===== src/rtl/psg_bus_pkg.sv =====
// Shared types for the PSG bus scheduler: FSM states, requester ids and
// the width of the phase cycle counter.
package psg_bus_pkg;

  localparam int CNT_W = 4;

  typedef enum logic [2:0] {
    IDLE,
    SETUP,
    STROBE,
    READ,
    RECOV
  } state_t;

  typedef enum logic {
    P0,
    P1
  } grant_t;

endpackage


===== src/rtl/psg_wr_fifo.sv =====
// Sequencer write FIFO: entries are {addr[3:0], data[7:0]}. The head is
// presented combinationally, so a pop consumes the entry visible in the same
// cycle. DEPTH must be a power of two so the pointers wrap naturally.
module psg_wr_fifo #(
  parameter int DEPTH = 4
) (
  input  logic        clk,
  input  logic        rst_n,
  input  logic        push,
  input  logic        pop,
  input  logic [11:0] din,
  output logic [11:0] head,
  output logic [4:0]  level,
  output logic        full,
  output logic        empty
);

  localparam int PTR_W = (DEPTH > 1) ? $clog2(DEPTH) : 1;

  logic [11:0]      mem [DEPTH];
  logic [PTR_W-1:0] wr_ptr;
  logic [PTR_W-1:0] rd_ptr;

  // Storage array: written on push, holds no control state so needs no reset.
  always_ff @(posedge clk) begin
    if (push) mem[wr_ptr] <= din;
  end

  // Pointers and occupancy; a simultaneous push and pop leaves level unchanged.
  always_ff @(posedge clk or negedge rst_n) begin
    if (!rst_n) begin
      wr_ptr <= '0;
      rd_ptr <= '0;
      level  <= '0;
    end else begin
      if (push) wr_ptr <= wr_ptr + PTR_W'(1);
      if (pop)  rd_ptr <= rd_ptr + PTR_W'(1);
      case ({push, pop})
        2'b10:   level <= level + 5'd1;
        2'b01:   level <= level - 5'd1;
        default: level <= level;
      endcase
    end
  end

  assign head  = mem[rd_ptr];
  assign full  = (level == 5'(DEPTH));
  assign empty = (level == 5'd0);

endmodule


===== src/rtl/psg_bus_sched.sv =====
// Arbitrates host (port 0) and sequencer FIFO (port 1) accesses onto the PSG
// register bus. Each access runs SETUP -> STROBE/READ -> RECOV so every write
// gets its own falling and rising edge of psg_wr_n.
module psg_bus_sched
  import psg_bus_pkg::*;
#(
  parameter int FIFO_DEPTH = 4,
  parameter int WR_CYC     = 2,
  parameter int RD_CYC     = 2,
  parameter int GAP_CYC    = 1
) (
  input  logic       clk,
  input  logic       rst_n,
  input  logic       p0_valid,
  output logic       p0_ready,
  input  logic       p0_we,
  input  logic [3:0] p0_addr,
  input  logic [7:0] p0_wdata,
  output logic [7:0] p0_rdata,
  output logic       p0_rvalid,
  input  logic       p1_valid,
  output logic       p1_ready,
  input  logic [3:0] p1_addr,
  input  logic [7:0] p1_wdata,
  output logic [3:0] psg_addr,
  output logic [7:0] psg_din,
  output logic       psg_cs_n,
  output logic       psg_wr_n,
  input  logic [7:0] psg_dout,
  output logic       busy,
  output logic [4:0] fifo_level
);

  localparam logic [CNT_W-1:0] WR_LAST  = CNT_W'(WR_CYC - 1);
  localparam logic [CNT_W-1:0] RD_LAST  = CNT_W'(RD_CYC - 1);
  localparam logic [CNT_W-1:0] GAP_LAST = CNT_W'(GAP_CYC - 1);

  state_t           state;
  state_t           state_nx;
  logic [CNT_W-1:0] cnt;
  logic [CNT_W-1:0] cnt_nx;
  grant_t           last_grant;
  grant_t           grant_sel;
  logic             grant_vld;
  logic             cur_we;
  logic             cs_n_nx;
  logic             wr_n_nx;
  logic             rd_last;

  logic             fifo_push;
  logic             fifo_pop;
  logic             fifo_full;
  logic             fifo_empty;
  logic [11:0]      fifo_head;

  psg_wr_fifo #(
    .DEPTH (FIFO_DEPTH)
  ) u_fifo (
    .clk   (clk),
    .rst_n (rst_n),
    .push  (fifo_push),
    .pop   (fifo_pop),
    .din   ({p1_addr, p1_wdata}),
    .head  (fifo_head),
    .level (fifo_level),
    .full  (fifo_full),
    .empty (fifo_empty)
  );

  // Full blocks pushes even if a pop happens this cycle: no bypass path.
  assign p1_ready  = !fifo_full;
  assign fifo_push = p1_valid && !fifo_full;
  assign fifo_pop  = grant_vld && (grant_sel == P1);

  // Host is only offered a slot when it would actually win arbitration.
  assign p0_ready = (state == IDLE) && (fifo_empty || (last_grant == P1));
  assign busy     = (state != IDLE) || !fifo_empty;
  assign rd_last  = (state == READ) && (cnt == '0);

  // Round-robin on contention, otherwise serve whichever side is pending.
  always_comb begin
    grant_vld = 1'b0;
    grant_sel = P0;
    if (state == IDLE) begin
      if (p0_valid && !fifo_empty) begin
        grant_vld = 1'b1;
        grant_sel = (last_grant == P1) ? P0 : P1;
      end else if (p0_valid) begin
        grant_vld = 1'b1;
        grant_sel = P0;
      end else if (!fifo_empty) begin
        grant_vld = 1'b1;
        grant_sel = P1;
      end
    end
  end

  // Next-state and phase counter: counter holds remaining cycles minus one.
  always_comb begin
    state_nx = state;
    cnt_nx   = cnt;
    unique case (state)
      IDLE: begin
        if (grant_vld) begin
          state_nx = SETUP;
          cnt_nx   = '0;
        end
      end
      SETUP: begin
        state_nx = cur_we ? STROBE : READ;
        cnt_nx   = cur_we ? WR_LAST : RD_LAST;
      end
      STROBE, READ: begin
        if (cnt == '0) begin
          state_nx = RECOV;
          cnt_nx   = GAP_LAST;
        end else begin
          cnt_nx = cnt - CNT_W'(1);
        end
      end
      RECOV: begin
        if (cnt == '0) state_nx = IDLE;
        else           cnt_nx   = cnt - CNT_W'(1);
      end
      default: begin
        state_nx = IDLE;
        cnt_nx   = '0;
      end
    endcase
  end

  // Bus strobes derived from the upcoming state so they can be registered.
  always_comb begin
    cs_n_nx = !((state_nx == SETUP) || (state_nx == STROBE) || (state_nx == READ));
    wr_n_nx = (state_nx != STROBE);
  end

  // Control state and registered strobes; reset returns the bus to idle at once.
  always_ff @(posedge clk or negedge rst_n) begin
    if (!rst_n) begin
      state      <= IDLE;
      cnt        <= '0;
      last_grant <= P1;
      psg_cs_n   <= 1'b1;
      psg_wr_n   <= 1'b1;
      p0_rvalid  <= 1'b0;
    end else begin
      state     <= state_nx;
      cnt       <= cnt_nx;
      psg_cs_n  <= cs_n_nx;
      psg_wr_n  <= wr_n_nx;
      p0_rvalid <= rd_last;
      if (grant_vld) last_grant <= grant_sel;
    end
  end

  // Access descriptor captured on grant and held until the next grant.
  always_ff @(posedge clk or negedge rst_n) begin
    if (!rst_n) begin
      psg_addr <= '0;
      psg_din  <= '0;
      cur_we   <= 1'b0;
      p0_rdata <= '0;
    end else begin
      if (grant_vld) begin
        if (grant_sel == P0) begin
          psg_addr <= p0_addr;
          psg_din  <= p0_wdata;
          cur_we   <= p0_we;
        end else begin
          psg_addr <= fifo_head[11:8];
          psg_din  <= fifo_head[7:0];
          cur_we   <= 1'b1;
        end
      end
      if (rd_last) p0_rdata <= psg_dout;
    end
  end

endmodule


===== config.mk =====
export PLATFORM = sky130hd
export DESIGN_NAME = psg_bus_sched
export DESIGN_NICKNAME = d
export VERILOG_FILES = /design/src/rtl/psg_bus_pkg.sv /design/src/rtl/psg_wr_fifo.sv /design/src/rtl/psg_bus_sched.sv
export SDC_FILE = /design/constraint.sdc
export NUM_CORES = 1
export LEC_CHECK = 0
export ABC_AREA = 1
export ABC_CLOCK_PERIOD_IN_PS = 6900
export BUFFER_PORTS_ARGS = -buffer_cell sky130_fd_sc_hd__buf_2
export CAP_MARGIN = 20
export CORE_MARGIN = 2
export CORE_UTILIZATION = 60
export DETAILED_ROUTE_END_ITERATION = 7
export HOLD_SLACK_MARGIN = 0.08
export PLACE_DENSITY_LB_ADDON = 0.25
export SYNTH_ARGS = -nofsm -noshare
export SYNTH_HDL_FRONTEND = slang
export SYNTH_HIERARCHICAL = 1
export SYNTH_SLANG_ARGS = --single-unit

===== constraint.sdc =====
create_clock -name clk -period 6.9 [get_ports clk]
set_input_delay 1.38 -clock clk [delete_from_list [all_inputs] [get_ports clk]]
set_output_delay 1.38 -clock clk [all_outputs]
set_load 0.005 [all_outputs]

==> results.sh <==
export IMPL_rr_endpoint="u_fifo/level[4]"
export IMPL_synth_area_sq_um=4060
export IMPL_min_from="p0_rdata[1]"
export IMPL_grt_pass1_vias=2967
export IMPL_numCtsBuffers=9
export IMPL_drc=0
export IMPL_dieWidth_microns=86.3
export IMPL_overflow=0
export IMPL_hold_depth=2
export IMPL_grt_total_usage_pct=23.3
export IMPL_area_growth_pct=13.8
export IMPL_synthCells=424
export IMPL_fillers=488
export IMPL_synthFlopType="edfxtp_1"
export IMPL_num_io_pins=68
export IMPL_dr_wl_met2_microns=4080
export IMPL_grt_max_degree=42
export IMPL_rsz0062_at_grt="false"
export IMPL_drtIter0Drc=139
export IMPL_path_clk_slew_ns=0.09
export IMPL_cts_tree="built"
export IMPL_routed_via_count=3002
export IMPL_finalClockSkew_ns=0.00755
export IMPL_cts_sinks=89
export IMPL_die_area_sq_um=7440
export IMPL_fin_tns_setup_ns=0
export IMPL_drv_cap=0
export IMPL_synth_cell_types=29
export IMPL_worst_slack_ns=3.24
export IMPL_post_cts_resized=0
export IMPL_synthArstFlopShare_pct=46.1
export IMPL_diodes=0
export IMPL_via_per_inst=5.25
export IMPL_crit_start="u_fifo/level[1]"
export IMPL_initial_utilization_pct=62.8
export IMPL_synth_top_cell_area_share_pct=35.5
export IMPL_crit_path_start_kind="flop"
export IMPL_p_leak_nw=2.25
export IMPL_min_to="p0_rdata[1]"
export IMPL_pre_cts_ws_ns=3.53
export IMPL_r2r_start="u_fifo/level[1]"
export IMPL_dpl_hpwl_microns=5430
export IMPL_antenna_found_initial=0
export IMPL_required_ns=5.52
export IMPL_yosysTopAreaCell="edfxtp_1"
export IMPL_synth_fp_nets=470
export IMPL_dr_pass1_iters=5
export IMPL_slew_viol_final=0
export IMPL_totalWireLength_microns=8070
export IMPL_crit_fanout=6
export IMPL_clock_path_buffers=2
export IMPL_finalCritPeriodShare_pct=53.0
export IMPL_clock_fmax_ghz=0.273
export IMPL_clockRootBuffer="clkbuf_8"
export IMPL_die_y_microns=86.3
export IMPL_endpoint_kind="output pin"
export IMPL_hold_buffers=0
export IMPL_power_density_nw_per_um2=456
export IMPL_seq_area_frac_synth_pct=60.9
export IMPL_final_nets=536
export IMPL_grt_pass1_wl_microns=13400
export IMPL_ant_nets=0
export IMPL_slew_headroom_pct=37.4
export IMPL_gp_congestion=0.833
export IMPL_cts_htree_levels=3
export IMPL_coreArea_sq_um=6460
export IMPL_hp_class="reg2reg"
export IMPL_r2r_slack_ns=3.70
export IMPL_tightest_slew_ns=0.931
export IMPL_status="finished clean"
export IMPL_syn_avg_cell_area_sq_um=9.57
export IMPL_rows=29
export IMPL_wl_met1_microns=3450
export IMPL_final_seq_area_sq_um=2470
export IMPL_cts_setup_buffers=0
export IMPL_reg2reg_depth=15
export IMPL_multi_input_area_sq_um=1280
export IMPL_layout_drive_gt1_share_pct=19.8
export IMPL_ys_ff_latch=89
export IMPL_clock_latency_ns=0.35
export IMPL_met3WireLength_microns=426
export IMPL_hold_viol=0
export IMPL_synth_edff_count=48
export IMPL_synth_area_leaders="edfxtp_1 36%, dfrtp_1 23%, nand2_1 12%, inv_1 4.8%, nor2_1 3.5%"
export IMPL_arrival_ns=2.28
export IMPL_setup_viol=0
export IMPL_routedWlPerCell_microns=14.1
export IMPL_period_needed_ns=3.66
export IMPL_io_buffers=67
export IMPL_worstSetupPathType="reg2out"
export IMPL_route_top_layer_used="met4"
export IMPL_yosys_warnings=6
export IMPL_irDropWorstVdd_v=0.000215
## worst max path at each step
stage | to | slack (ns) | depth (start not counted)
after floorplan | u_fifo/level[4] | 3.98 | 15
after detailed placement | u_fifo/level[4] | 3.53 | 15
after global routing | p0_ready | 3.07 | 5
after CTS | p0_ready | 3.27 | 5
after global placement | u_fifo/level[4] | 3.64 | 15
final | p0_ready | 3.24 | 5
## critical path, cell delays in order, from the launching register on
cell     delay, ns
dfrtp_1       0.43
or2_1         0.26
nor4_1        0.71
inv_1         0.20
a21oi_1       0.19
buf_2         0.13
## sequential cells by signal (all words and copies together), names as in the netlist, 2 cells and up
| register | count |
|---|---|
| u_fifo/mem | 48 |
| psg_din | 8 |
| u_fifo/level | 5 |
| u_fifo/wr_ptr | 2 |
| u_fifo/rd_ptr | 2 |
| psg_addr | 4 |
| state | 3 |
| cnt | 4 |
| p0_rdata | 8 |
## power breakdown
part | internal, W | switching (W)
combinational | 0.000307 | 0.000534
clock | 0.000206 | 0.000183
sequential | 0.000750 | 0.000126
total | 0.00126 | 0.000844
## routing by layer
metal  vias up  global-route usage [%]
met4         0                    8.10
li1       1500                       -
met1      1393                    31.7
met3        13                    3.14
met5         -                       0
met2        96                    39.1
## layout by cell type, fill, tap and decap left out, types with 3 or more instances in the layout
cell      Yosys  layout
inv_2         4       4
nor2_1       38      38
ha_1          9       9
o21ai_0      15      15
nor2_4        3       3
inv_1        52      52
o21ai_1      16      16
o22ai_1      12      12
nand4_1       3       3
nand2_2       3       3
dfstp_2       3       3
edfxtp_1     48      48
xor2_1        4       4
clkbuf_8      0       9
dfrtp_1      38      38
nand2_1     126     126
nand3_1      25      25
a21oi_1       3       3
buf_2         5      67
## cell families after synthesis
group / Yosys count / synth area share (%)
simple gates: 204 / 21.2
flops: 89 / 60.9
xor+xnor: 5 / 1.08
fa+ha+maj: 9 / 2.77
buf+inv: 69 / 7.46
compound gates: 48 / 6.63
## stage by stage
step | instance area, sq um | utilization (%) | hold slack, ns | instances | total power (W)
after floorplan | 4060 | - | 0.449 | 424 | 0.00150
after global placement | 4400 | 68.2 | 0.460 | 556 | 0.00169
after detailed placement | 4400 | 68.2 | 0.460 | 556 | 0.00172
after CTS | 4620 | 71.5 | 0.483 | 572 | 0.00211
after global routing | 4620 | 71.5 | 0.500 | 572 | 0.00228
final | 4620 | 71.5 | 0.481 | 572 | 0.00211
## synth_stat cells (all sizes together), types with 2 or more instances
cell type / n
a21oi: 4
buf: 12
dfrtp: 38
dfstp: 3
edfxtp: 48
ha: 9
inv: 56
nand2: 130
nand3: 26
nand4: 3
nor2: 41
nor4: 2
o21ai: 31
o22ai: 12
xor2: 4
## final cells by class
type	count	share of cell area, %
clock inverters	6	1.98
multi-input cells	266	27.8
clock buffers	10	2.76
flip-flops and latches	89	53.5
repair buffers	67	7.26
inverters	57	4.63
well taps	77	2.09
No activity file was read; power rests on OpenSTA's default activity.
